$ cat config.mk
export PLATFORM = sky130hd
export DESIGN_NAME = edge_detect_multi_flat
export DESIGN_NICKNAME = d
export VERILOG_FILES = /design/src/rtl/edge_detect_multi_pkg.sv /design/src/rtl/edge_detect_multi_if.sv /design/src/rtl/edge_detect_multi_chan.sv /design/src/rtl/edge_detect_multi.sv /design/src/flat_wrapper.sv
export SDC_FILE = /design/constraint.sdc
export NUM_CORES = 1
export LEC_CHECK = 0
export ABC_CLOCK_PERIOD_IN_PS = 5000
export CORE_UTILIZATION = 50
export CTS_BUF_LIST = sky130_fd_sc_hd__clkbuf_8
export DETAILED_ROUTE_END_ITERATION = 6
export PLACE_DENSITY = 0.79
export SYNTH_ARGS = -nofsm -noshare
export SYNTH_HDL_FRONTEND = slang
export SYNTH_SLANG_ARGS = --single-unit
$ cat constraint.sdc
create_clock -name clk -period 5 [get_ports clk]
set_input_delay 1 -clock clk [delete_from_list [all_inputs] [get_ports clk]]
set_output_delay 1 -clock clk [all_outputs]
set_load 0.05 [all_outputs]
$ cat src/rtl/edge_detect_multi_pkg.sv
// Shared types and sizing helpers for the multi-channel edge detector.
// Latency: n/a (types and constants only).
// Backpressure: n/a (no flow control in this block).
package edge_pkg;

  // Per-channel event selection: which stable transitions raise evt.
  typedef enum logic [1:0] {
    EM_OFF  = 2'b00,
    EM_RISE = 2'b01,
    EM_FALL = 2'b10,
    EM_BOTH = 2'b11
  } edge_mode_t;

  // The debounce counter must hold values 0..DB_CYCLES.
  function automatic int db_cnt_w(input int db_cycles);
    return (db_cycles < 1) ? 1 : $clog2(db_cycles + 1);
  endfunction

  localparam int DB_CYCLES_DEF = 4;
  localparam int DB_CNT_W_DEF  = $clog2(DB_CYCLES_DEF + 1);

endpackage

$ cat src/rtl/edge_detect_multi_if.sv
// Bundle of the input, control and event signals of the edge detector.
// Latency: n/a (wiring only).
// Backpressure: none; events are fire-and-forget pulses.
interface edge_detect_multi_if #(
  parameter int NCH   = 4,
  parameter int CNT_W = 8
);
  logic [NCH-1:0]       sig;
  logic [2*NCH-1:0]     mode;
  logic                 clr_cnt;
  logic [NCH-1:0]       sig_sync;
  logic [NCH-1:0]       sig_rise;
  logic [NCH-1:0]       sig_fall;
  logic [NCH-1:0]       evt;
  logic                 evt_any;
  logic [NCH*CNT_W-1:0] evt_cnt;

  modport master (
    output sig, mode, clr_cnt,
    input  sig_sync, sig_rise, sig_fall, evt, evt_any, evt_cnt
  );

  modport slave (
    input  sig, mode, clr_cnt,
    output sig_sync, sig_rise, sig_fall, evt, evt_any, evt_cnt
  );
endinterface

$ cat src/rtl/edge_detect_multi_chan.sv
// One channel: synchroniser chain, debounce filter, edge pulses, saturating event counter.
// Latency: stable level follows sig SYNC_STAGES+DB_CYCLES edges after first sampling edge.
// Backpressure: none; pulses are single-cycle and the counter saturates instead of wrapping.
module edge_chan
  import edge_pkg::*;
#(
  parameter int         SYNC_STAGES = 2,
  parameter int         DB_CYCLES   = 4,
  parameter int         CNT_W       = 8,
  parameter logic       RST_LVL     = 1'b1
) (
  input  logic             clk,
  input  logic             rst_n,
  input  logic             sig,
  input  edge_mode_t       mode,
  input  logic             clr_cnt,
  output logic             sig_sync,
  output logic             sig_rise,
  output logic             sig_fall,
  output logic             evt,
  output logic [CNT_W-1:0] evt_cnt
);

  localparam int               DBW     = db_cnt_w(DB_CYCLES);
  localparam logic [DBW-1:0]   DB_LAST = DBW'(DB_CYCLES - 1);
  localparam logic [CNT_W-1:0] CNT_MAX = '1;

  logic [SYNC_STAGES-1:0] sync_q;
  logic                   sync_out;
  logic [DBW-1:0]         db_cnt;
  logic                   stable;
  logic                   stable_d;
  logic [1:0]             mode_bits;

  assign sync_out  = sync_q[SYNC_STAGES-1];
  assign mode_bits = mode;

  // Plain shift chain into the clock domain; nothing between stages.
  always_ff @(posedge clk or negedge rst_n) begin
    if (!rst_n) begin
      sync_q <= {SYNC_STAGES{RST_LVL}};
    end else begin
      sync_q <= {sync_q[SYNC_STAGES-2:0], sig};
    end
  end

  // Accept a new level only after DB_CYCLES consecutive mismatching cycles.
  always_ff @(posedge clk or negedge rst_n) begin
    if (!rst_n) begin
      db_cnt <= '0;
      stable <= RST_LVL;
    end else if (sync_out == stable) begin
      db_cnt <= '0;
    end else if (db_cnt == DB_LAST) begin
      stable <= sync_out;
      db_cnt <= '0;
    end else begin
      db_cnt <= db_cnt + 1'b1;
    end
  end

  // One-cycle delayed copy of the stable level for edge extraction.
  always_ff @(posedge clk or negedge rst_n) begin
    if (!rst_n) begin
      stable_d <= RST_LVL;
    end else begin
      stable_d <= stable;
    end
  end

  assign sig_sync = stable;
  assign sig_rise = stable & ~stable_d;
  assign sig_fall = ~stable & stable_d;
  assign evt      = (mode_bits[1] & sig_fall) | (mode_bits[0] & sig_rise);

  // Saturating event count; a clear in the same cycle as an event wins.
  always_ff @(posedge clk or negedge rst_n) begin
    if (!rst_n) begin
      evt_cnt <= '0;
    end else if (clr_cnt) begin
      evt_cnt <= '0;
    end else if (evt && (evt_cnt != CNT_MAX)) begin
      evt_cnt <= evt_cnt + 1'b1;
    end
  end

endmodule

$ cat src/rtl/edge_detect_multi.sv
// Multi-channel debounced edge detector with per-channel event selection and counters.
// Latency: SYNC_STAGES+DB_CYCLES edges from first sampling edge to rise/fall/evt pulse.
// Backpressure: none; all channels independent, simultaneous events reported together.
module edge_detect_multi
  import edge_pkg::*;
#(
  parameter int   NCH         = 4,
  parameter int   SYNC_STAGES = 2,
  parameter int   DB_CYCLES   = 4,
  parameter int   CNT_W       = 8,
  parameter logic RST_LVL     = 1'b1
) (
  input  logic                clk,
  input  logic                rst_n,
  edge_detect_multi_if.slave  bus
);

  logic [NCH-1:0]       sync_v;
  logic [NCH-1:0]       rise_v;
  logic [NCH-1:0]       fall_v;
  logic [NCH-1:0]       evt_v;
  logic [NCH*CNT_W-1:0] cnt_v;

  for (genvar i = 0; i < NCH; i++) begin : g_chan
    edge_chan #(
      .SYNC_STAGES (SYNC_STAGES),
      .DB_CYCLES   (DB_CYCLES),
      .CNT_W       (CNT_W),
      .RST_LVL     (RST_LVL)
    ) u_chan (
      .clk      (clk),
      .rst_n    (rst_n),
      .sig      (bus.sig[i]),
      .mode     (edge_mode_t'(bus.mode[2*i +: 2])),
      .clr_cnt  (bus.clr_cnt),
      .sig_sync (sync_v[i]),
      .sig_rise (rise_v[i]),
      .sig_fall (fall_v[i]),
      .evt      (evt_v[i]),
      .evt_cnt  (cnt_v[i*CNT_W +: CNT_W])
    );
  end

  assign bus.sig_sync = sync_v;
  assign bus.sig_rise = rise_v;
  assign bus.sig_fall = fall_v;
  assign bus.evt      = evt_v;
  assign bus.evt_any  = |evt_v;
  assign bus.evt_cnt  = cnt_v;

endmodule
$ cat src/flat_wrapper.sv
// flat-port wrapper written by rule: the top's interface ports become plain ports
module edge_detect_multi_flat import edge_pkg::*;
#(
  parameter int   NCH         = 4,
  parameter int   SYNC_STAGES = 2,
  parameter int   DB_CYCLES   = 4,
  parameter int   CNT_W       = 8,
  parameter logic RST_LVL     = 1'b1
)
  (clk, rst_n, bus_sig, bus_mode, bus_clr_cnt, bus_sig_sync, bus_sig_rise, bus_sig_fall, bus_evt, bus_evt_any, bus_evt_cnt);
  edge_detect_multi_if #(.NCH(NCH), .CNT_W(CNT_W)) bus_i ();
  input  logic clk;
  input  logic rst_n;
  input wire logic [$bits(bus_i.sig)-1:0] bus_sig;
  input wire logic [$bits(bus_i.mode)-1:0] bus_mode;
  input wire logic [$bits(bus_i.clr_cnt)-1:0] bus_clr_cnt;
  output wire logic [$bits(bus_i.sig_sync)-1:0] bus_sig_sync;
  output wire logic [$bits(bus_i.sig_rise)-1:0] bus_sig_rise;
  output wire logic [$bits(bus_i.sig_fall)-1:0] bus_sig_fall;
  output wire logic [$bits(bus_i.evt)-1:0] bus_evt;
  output wire logic [$bits(bus_i.evt_any)-1:0] bus_evt_any;
  output wire logic [$bits(bus_i.evt_cnt)-1:0] bus_evt_cnt;
  assign bus_i.sig = bus_sig;
  assign bus_i.mode = bus_mode;
  assign bus_i.clr_cnt = bus_clr_cnt;
  assign bus_sig_sync = bus_i.sig_sync;
  assign bus_sig_rise = bus_i.sig_rise;
  assign bus_sig_fall = bus_i.sig_fall;
  assign bus_evt = bus_i.evt;
  assign bus_evt_any = bus_i.evt_any;
  assign bus_evt_cnt = bus_i.evt_cnt;
  edge_detect_multi #(.NCH(NCH), .SYNC_STAGES(SYNC_STAGES), .DB_CYCLES(DB_CYCLES), .CNT_W(CNT_W), .RST_LVL(RST_LVL)) u_core (.clk(clk), .rst_n(rst_n), .bus(bus_i));
endmodule
==> impl_metrics.toml, run 1 <==
[run_status]
status = "finished, final reports clean"

[timing]
finalHoldViolCount = 0
setup_tns_ns = 0
finalCriticalPeriod_ns = 4.16
drv_slew = 0
grt_setup_unrepaired = "false"
finalClockSkew_ns = 0.00511
slew_headroom_pct = 36.7
max_freq_mhz = 240
whs_ns = 0.355
finalCritPeriodShare_pct = 83.3
setup_viol = 0
worst_pin_slew_ns = 0.950

[worst_setup_path]
crit_path_cell_trace = "clkdlybuf4s50_1, a22oi_2, inv_2, or4_1, clkdlybuf4s50_1"
crit_end = "bus_evt_any"
crit_cells = 5
critPathArrivalTime_ns = 3.16
slowest_stage = "clkdlybuf4s50_1"
worst_ep_required_time_ns = 4.00
worst_r2r_endpoint = "u_core.g_chan[0].u_chan.evt_cnt[3]"
crit_type = "in2out"
cpMostUsedCell = "clkdlybuf4s50_1"
critical_path.max_fanout = 11
r2r_cells = 4
end_kind = "output port"
max_stage_delay_ns = 0.72
r2r_start = "u_core.g_chan[0].u_chan.sig_sync"
ff2ff_setup_slack_ns = 3.02
cp-startpoint = "bus_mode[7]"
critPathTopFamily = "buffers and inverters"
start_kind = "input port"
path_buf_inv = 3

[global_route]
grt_use_total_pct = 20.5
grt_pass1_vias = 2072
grt_pass1_wl_um = 9470
antenna_found_initial = 0
grt_max_degree = 61
grt_overflow_total = 0

[placed_design]
io_buffers = 63
hpwl_um = 3810
gp_congestion = 0.792

[yosys]
yosys-top-cells-area = "dfrtp_1, dfstp_2, a21oi_1"
synthMuxAreaShare_pct = 2.99
ys_async_sr_fraction_pct = 100
yosysWarnings = 0
synth_top_area_share_pct = 38.1
avgSynthCellArea_um2 = 10.7
synth.net_count = 292
synthAdderAreaFrac_pct = 3.47
ys.flop_type = "dfrtp_1"
synth_top_family_by_area = "simple AND/OR/NAND/NOR gates"
synth_cell_type_count = 44
yosysSeqAreaShare_pct = 52.7
yosys.area.top_type = "dfrtp_1"
yosys.area_share.simple_pct = 20.7
synth_xor_area_share_pct = 2.12
ys_seq_elements = 60
synth_compound_area_share_pct = 11.4
syn_inst = 269
synth_enable_flop_cells = 0
synth_area_mm2 = 0.00289

[routing]
ant_nets = 0
firstDrtPassIters = 4
drt_drc_violations_left = 0
drt_wl_total_um = 5660
vias = 2186
via_per_inst = 5.51
drt_iter0_markers = 178
wire_per_inst_um = 14.3

[finish]
syn2layout_area_growth_pct = 27.2
layout_common_cells = "clkdlybuf4s50_1, dfrtp_1, a21oi_1"
nFillCells = 459
fin_nets = 343
layout_commonest_cell = "clkdlybuf4s50_1"
diodes = 0
layout-drive-gt1-share_pct = 13.8

[clock_network]
clockBufferDepth = 2
clk_pin_slew_ns = 0.06
cts.sinks = 60
cts_tree = "done"
numCtsBuffers = 9
cts_resized = 0
post_cts_buffers = 0
cts-hold-fix-buffers = 0
ctsRootBufferMaster = "clkbuf_8"
clock_latency_ns = 0.33
htree_num_levels = 3

[power]
p_per_area_mw_per_mm2 = 537
power_leakage_nw = 1.48
ir_drop_mv = 0.314
total_power_mw = 1.97

[job]
cap_violations = 0

[die]
ios = 64
core_area_mm2 = 0.00554
initial_core_util_pct = 52.1
die_w_um = 78.0
dieHeight_um = 78.0
die_area_mm2 = 0.00608
fp-row-count = 27

[min_path]
hold_class = "reg2reg"
## metrics by stage
step / utilization, % / instance area [um2] / cells / setup WS, ns
final: 66.3 / 3670 / 397 / 0.835
after global routing: 66.3 / 3670 / 397 / 0.725
after CTS: 66.3 / 3670 / 397 / 0.841
after detailed placement: 62.2 / 3450 / 381 / 0.845
after global placement: 62.2 / 3450 / 381 / 0.867
after floorplan: - / 2890 / 269 / 1.84
## final cells by class
class	count	area [um2]	share of cell area [%]
clock inverters	6	87.6	2.39
well taps	72	90.1	2.45
multi-input cells	178	1170	31.9
inverters	6	22.5	0.613
repair buffers	65	641	17.4
clock buffers	10	138	3.75
flip-flops and latches	60	1520	41.4
## state kept, by name, indices dropped and copies added (netlist names)
register and count:
u_core.g_chan.u_chan.db_cnt 12, u_core.g_chan.u_chan.evt_cnt 32, u_core.g_chan.u_chan.sig_sync 4, u_core.g_chan.u_chan.stable_d 4, u_core.g_chan.u_chan.sync_q 8
## synthesized netlist by cell type (2+ instances only)
cell type  count
nor3b_1        5
ha_1           8
and3b_1        4
mux2i_1        3
o22ai_1        2
nor2b_1       13
or2_1          2
nand4_1        4
nor2_1        11
mux2_2         5
or4_1         10
nand3b_1       3
o21ai_0       12
and4_1         2
a311oi_1       2
clkbuf_1       4
buf_6          2
dfstp_2       16
buf_2          2
nand3_1       12
nand2_1       11
xor2_1         3
dfrtp_1       44
a21oi_1       25
nor3_1         5
o31ai_1        9
inv_1          5
buf_4         16
xnor2_1        4
or3_1         10
and2_1         2
## per-layer routing
layer | wire length, um | GRT usage, % | up-vias
met1 | 2540 | 26.1 | 1065
met4 | 25 | 6.67 | 0
met5 | 0 | 0 | -
met2 | 2810 | 31.9 | 52
li1 | - | - | 1065
met3 | 292 | 8.00 | 4
## kinds of logic after synthesis
family / count (synthesis)
AOI/OAI and AO/OA: 55
xor gates and xnor gates: 7
adders and majority gates: 8
buffers and inverters: 31
DFF: 60
muxes: 8
and+or+nand+nor: 100
## power breakdown
part	internal (mW)	switching [mW]	total (mW)
combinational	0.287	0.524	0.810
clock	0.293	0.189	0.482
sequential	0.596	0.0830	0.679
## how the worst min path moves through the flow
stage / start / to / slack, ns / cells past startpoint
2_1_floorplan: u_core.g_chan[0].u_chan.sync_q[0] / u_core.g_chan[0].u_chan.sync_q[1] / 0.35 / 0
3_3_place_gp: u_core.g_chan[1].u_chan.sync_q[0] / u_core.g_chan[1].u_chan.sync_q[1] / 0.35 / 0
3_5_place_dp: u_core.g_chan[2].u_chan.sync_q[0] / u_core.g_chan[2].u_chan.sync_q[1] / 0.35 / 0
4_1_cts: u_core.g_chan[2].u_chan.sync_q[0] / u_core.g_chan[2].u_chan.sync_q[1] / 0.36 / 0
5_1_grt: u_core.g_chan[2].u_chan.sync_q[0] / u_core.g_chan[2].u_chan.sync_q[1] / 0.36 / 0
6_report: u_core.g_chan[2].u_chan.sync_q[0] / u_core.g_chan[2].u_chan.sync_q[1] / 0.36 / 0
(Power assumes the default switching activity.)
==> run 2: changes to the inputs <==
ABC_CLOCK_PERIOD_IN_PS = 3990   (was 5000)
clock period = 3.99 ns   (was 5 ns; I/O delays follow)
==> run 2 against run 1 <==
Effect of this change: hold slack worse by 0.00079 ns; critical path depth is 1 lower; flip-flop and latch count unchanged; critical path type unchanged; critical endpoint is now bus_evt[2]; largest cell class unchanged; highest routed layer unchanged.
==> impl_metrics.toml, run 2 (synthesis gave the netlist of run 1 again) <==
[power]
ir_drop_mv = 0.396
power_leakage_nw = 1.47
p_per_area_mw_per_mm2 = 649
total_power_mw = 2.35

[clock_network]
cts.sinks = 60
numCtsBuffers = 9
cts_resized = 0
htree_num_levels = 3
cts_tree = "done"
ctsRootBufferMaster = "clkbuf_8"
cts-hold-fix-buffers = 0
clock_latency_ns = 0.33
clockBufferDepth = 2
post_cts_buffers = 0
clk_pin_slew_ns = 0.06

[run_status]
status = "finished, final reports clean"

[worst_setup_path]
crit_cells = 4
worst_ep_required_time_ns = 3.19
crit_path_cell_trace = "clkdlybuf4s50_1, and3b_1, or2_1, clkdlybuf4s50_1"
critPathTopFamily = "buffers and inverters"
critical_path.max_fanout = 5
max_stage_delay_ns = 0.86
critPathArrivalTime_ns = 2.53
crit_type = "in2out"
slowest_stage = "clkdlybuf4s50_1"
end_kind = "output port"
cpMostUsedCell = "clkdlybuf4s50_1"
r2r_cells = 5
start_kind = "input port"
ff2ff_setup_slack_ns = 2.04
path_buf_inv = 2

[routing]
ant_nets = 0
drt_iter0_markers = 131
wire_per_inst_um = 14.1
drt_wl_total_um = 5580
firstDrtPassIters = 4
vias = 2179
drt_drc_violations_left = 0
via_per_inst = 5.52

[placed_design]
gp_congestion = 0.802
hpwl_um = 3870
dpl.cell_count = 381
io_buffers = 63

[timing]
finalCriticalPeriod_ns = 3.32
drv_slew = 0
setup_tns_ns = 0
finalClockSkew_ns = 0.00565
finalHoldViolCount = 0
grt_setup_unrepaired = "false"
finalCritPeriodShare_pct = 83.3
max_freq_mhz = 301
setup_viol = 0
slew_headroom_pct = 40.4
worst_pin_slew_ns = 0.893

[finish]
regMostFlops = "u_core.g_chan.u_chan.evt_cnt"
nFillCells = 459
fin_nets = 343
layout_commonest_cell = "clkdlybuf4s50_1"
top_regs = "u_core.g_chan.u_chan.evt_cnt (32), u_core.g_chan.u_chan.db_cnt (12), u_core.g_chan.u_chan.sync_q (8)"
syn2layout_area_growth_pct = 25.3
largest_reg_flops = 32
fin_util_pct = 65.3
layout_common_cells = "clkdlybuf4s50_1, dfrtp_1, a21oi_1"
final_cells = 395
diodes = 0
layout-drive-gt1-share_pct = 13.6

[min_path]
hold_class = "reg2reg"
hold_depth = 0

[die]
ios = 64
core_area_mm2 = 0.00554
die_w_um = 78.0
die_area_mm2 = 0.00608
initial_core_util_pct = 52.1
dieHeight_um = 78.0
fp-row-count = 27

[global_route]
grt_overflow_total = 0
grt_pass1_vias = 2097
grt_max_degree = 34
grt_pass1_wl_um = 9500
grt_use_total_pct = 20.6
antenna_found_initial = 0

[job]
cap_violations = 0
run 2: changes by cell type in the layout (fill, tap and decap cells not counted):
cell	delta
clkinvlp_4	-3
bufinv_16	-2
clkbuf_8	+2
buf_4	+1
clkdlybuf4s50_1	-1
clkinv_2	+1
run 2: worst paths after layout:
path,to,startpoint
worst max-delay path,bus_evt[2],bus_mode[5]
max in group asynchronous,u_core.g_chan[0].u_chan.sync_q[0],rst_n
worst max register to register,u_core.g_chan[1].u_chan.evt_cnt[3],u_core.g_chan[1].u_chan.evt_cnt[0]
min in group asynchronous,u_core.g_chan[1].u_chan.db_cnt[1],rst_n
worst min-delay path,u_core.g_chan[0].u_chan.sync_q[1],u_core.g_chan[0].u_chan.sync_q[0]
worst min register to register,u_core.g_chan[0].u_chan.sync_q[1],u_core.g_chan[0].u_chan.sync_q[0]
run 2: per-layer routing:
metal / track usage (%) / part of all wire [%]
met5: 0 / 0
met4: 11.1 / 1.4
met3: 5.18 / 6.0
met2: 33.9 / 49
met1: 24.7 / 44
run 2: stage by stage:
stage	worst slack [ns]	area [um2]	hold WS [ns]
after detailed placement	0.662	3440	0.347
after global placement	0.670	3440	0.346
after CTS	0.652	3620	0.356
after global routing	0.603	3620	0.362
after floorplan	1.23	2890	0.345
final	0.666	3620	0.355
run 2: layout make-up:
type | instances | area [um2] | share of cell area (%)
clock buffers | 12 | 165 | 4.56
flip-flops and latches | 60 | 1520 | 42.0
clock inverters | 2 | 10.0 | 0.277
inverters | 6 | 22.5 | 0.622
repair buffers | 65 | 638 | 17.6
well taps | 72 | 90.1 | 2.49
multi-input cells | 178 | 1170 | 32.4
run 2: worst reg2reg max path, delay by kind of cell, from the launching register on:
kind | cells | cell delay [ns]
AOI/OAI and AO/OA | 3 | 1.09
DFF | 1 | 0.43
adders and majority gates | 1 | 0.26
and+or+nand+nor | 1 | 0.09
run 2: where the power goes:
part	internal [mW]	total (mW)	switching (mW)
sequential	0.748	0.855	0.108
clock	0.267	0.482	0.215
combinational	0.356	1.01	0.655
total	1.37	2.35	0.978
==> RTL change: new RTL, settings of run 1 <==
`CNT_W` is set to 8 in 4 places; all go to 10.
--- a/src/rtl/edge_detect_multi_if.sv
+++ b/src/rtl/edge_detect_multi_if.sv
@@ -4,5 +4,5 @@
 interface edge_detect_multi_if #(
   parameter int NCH   = 4,
-  parameter int CNT_W = 8
+  parameter int CNT_W = 10
 );
   logic [NCH-1:0]       sig;
--- a/src/rtl/edge_detect_multi_chan.sv
+++ b/src/rtl/edge_detect_multi_chan.sv
@@ -7,5 +7,5 @@
   parameter int         SYNC_STAGES = 2,
   parameter int         DB_CYCLES   = 4,
-  parameter int         CNT_W       = 8,
+  parameter int         CNT_W       = 10,
   parameter logic       RST_LVL     = 1'b1
 ) (
--- a/src/rtl/edge_detect_multi.sv
+++ b/src/rtl/edge_detect_multi.sv
@@ -8,5 +8,5 @@
   parameter int   SYNC_STAGES = 2,
   parameter int   DB_CYCLES   = 4,
-  parameter int   CNT_W       = 8,
+  parameter int   CNT_W       = 10,
   parameter logic RST_LVL     = 1'b1
 ) (
--- a/src/flat_wrapper.sv
+++ b/src/flat_wrapper.sv
@@ -5,5 +5,5 @@
   parameter int   SYNC_STAGES = 2,
   parameter int   DB_CYCLES   = 4,
-  parameter int   CNT_W       = 8,
+  parameter int   CNT_W       = 10,
   parameter logic RST_LVL     = 1'b1
 )
Ports: changed (resized bus_evt_cnt); port bits go from 64 to 72. No check against the original RTL was run, so the function may have changed too.
==> RTL change against run 1 <==
First-iteration DRC count shrank 19%. Setup slack worse by 0.023 ns. Synthesized area grew 21%. Count of clock-buffer cells in the layout stayed put. Final area rose by 17%. Power decreased by 1.5%. Sequential power up 10%. Sequential cell count is 8 higher. Clock skew is 0.0076 ns higher. Wire length increased by 23%. Non-clock buffer count up 7. Largest power group unchanged. Highest routed layer unchanged.
==> RTL change: results (changes against run 1) <==
* Root Buffer: clkbuf_8 (unchanged)
* GPL Wtd Cong at 0.805 (was 0.792)
* Cell variety after synth at 55 (was 44)
* Synth area leaders: dfrtp_1 37%, dfstp_2 12%, mux2_2 4.8% (was dfrtp_1 38%, dfstp_2 15%, a21oi_1 4.3%)
* Slowest cell on crit path: clkdlybuf4s50_1 (unchanged)
* Synthesized-area fraction occupied by adder cells at 0.0287 (was 0.0347)
* Mux share of post-synthesis cell area at 0.0629 (was 0.0299)
* H-Tree Depth at 3 (unchanged)
* CP Max Fanout at 9 (was 11)
* Pre-CTS setup slack at 0.814 ns (was 0.845 ns)
* HPWL Detailed at 4.96 mm (was 3.81 mm)
* Cell count after synthesis at 330 (was 269)
* Lkg Pwr at 1.77 nW (was 1.48 nW)
* Vias in the first global route at 2566 (was 2072)
* Area after DPL at 4140 µm² (was 3450 µm²)
* Mapped Nets at 353 (was 292)
* Maximum VDD drop at 0.339 mV (was 0.314 mV)
* Insertion delay to the later sink of the worst-skew pair at 0.33 ns (about the same)
* Worst slew pin tran at 0.935 ns (was 0.950 ns)
* NumNets Final at 413 (was 343)
* Overall routing resource usage at 0.206 (was 0.205)
* Filler-free cell count of the finished design at 473 (was 397)
* Layout cell share with drive strength beyond 1 at 0.142 (was 0.138)
* First-pass detailed-route iteration total at 6 (was 4)
* Post-DR wirelength/cell at 14.7 µm (was 14.3 µm)
* Clock Skews at 0.0127 ns (was 0.00511 ns)
* First-pass GRT wire length at 11.8 mm (was 9.47 mm)
* Synth Area in Compound Gates at 0.105 (was 0.114)
* Synth top cells by count: 52 x dfrtp_1, 29 x nor2_1, 22 x nor2b_1 (was 44 x dfrtp_1, 25 x a21oi_1, 16 x buf_4, 16 x dfstp_2, 13 x nor2b_1)
* XOR/XNOR Fraction of Synth Area at 0.0126 (was 0.0212)
* Starting DRC count in detailed routing at 145 (was 178)
* Vias at 2737 (was 2186)
* IO Port Bufs at 71 (was 63)
* Largest registers: u_core.g_chan.u_chan.evt_cnt x40, u_core.g_chan.u_chan.db_cnt x12, u_core.g_chan.u_chan.sync_q x8 (was u_core.g_chan.u_chan.evt_cnt x32, u_core.g_chan.u_chan.db_cnt x12, u_core.g_chan.u_chan.sync_q x8)
* Cell count after placement at 459 (was 381)
* Largest net degree at the start of global routing at 56 (was 61)
* Sequential fraction of the synthesis area at 0.494 (was 0.527)
* Outcome: complete, no violations (unchanged)
## RTL change: cell count changes after synthesis, moves of 5 or more
cell,before,now
mux2_2,5,15
o31ai_1,9,3
nor2_1,11,29
a211oi_1,0,5
nand2b_1,0,6
inv_1,5,11
or3_1,10,5
a21oi_1,25,14
nor2b_1,13,22
and3_1,1,7
nor3_1,5,16
or4_1,10,2
o21ai_0,12,4
dfrtp_1,44,52
## RTL change: cell type report
class	instances	area, µm²
clock buffers	10	138
inverters	11	41.3
fillers	558	2460
repair buffers	72	708
flip-flops and latches	68	1720
clock inverters	4	18.8
multi-input cells	228	1570
well taps	80	100
## RTL change: worst paths after layout
kind | start | to | slack [ns] | cells past startpoint
setup / recovery | bus_mode[7] | bus_evt_any | 0.81 | 5
hold / removal | u_core.g_chan[0].u_chan.sync_q[0] | u_core.g_chan[0].u_chan.sync_q[1] | 0.36 | 0
setup reg to reg | u_core.g_chan[3].u_chan.evt_cnt[0] | u_core.g_chan[3].u_chan.evt_cnt[1] | 3.17 | 5
hold reg to reg | u_core.g_chan[0].u_chan.sync_q[0] | u_core.g_chan[0].u_chan.sync_q[1] | 0.36 | 0
max in group asynchronous | rst_n | u_core.g_chan[0].u_chan.sync_q[1] | 3.31 | 2
min in group asynchronous | rst_n | u_core.g_chan[2].u_chan.db_cnt[0] | 0.75 | 1
## RTL change: per-layer routing
layer	vias up	GRT usage	part of all wire
met5	-	0	0
met3	10	0.0409	0.037
met4	0	0.0955	0.017
li1	1304	-	-
met2	71	0.330	0.50
met1	1352	0.269	0.44
## RTL change: power by group
part | internal, mW | switching [mW]
clock | 0.183 | 0.190
sequential | 0.660 | 0.0895
combinational | 0.302 | 0.516
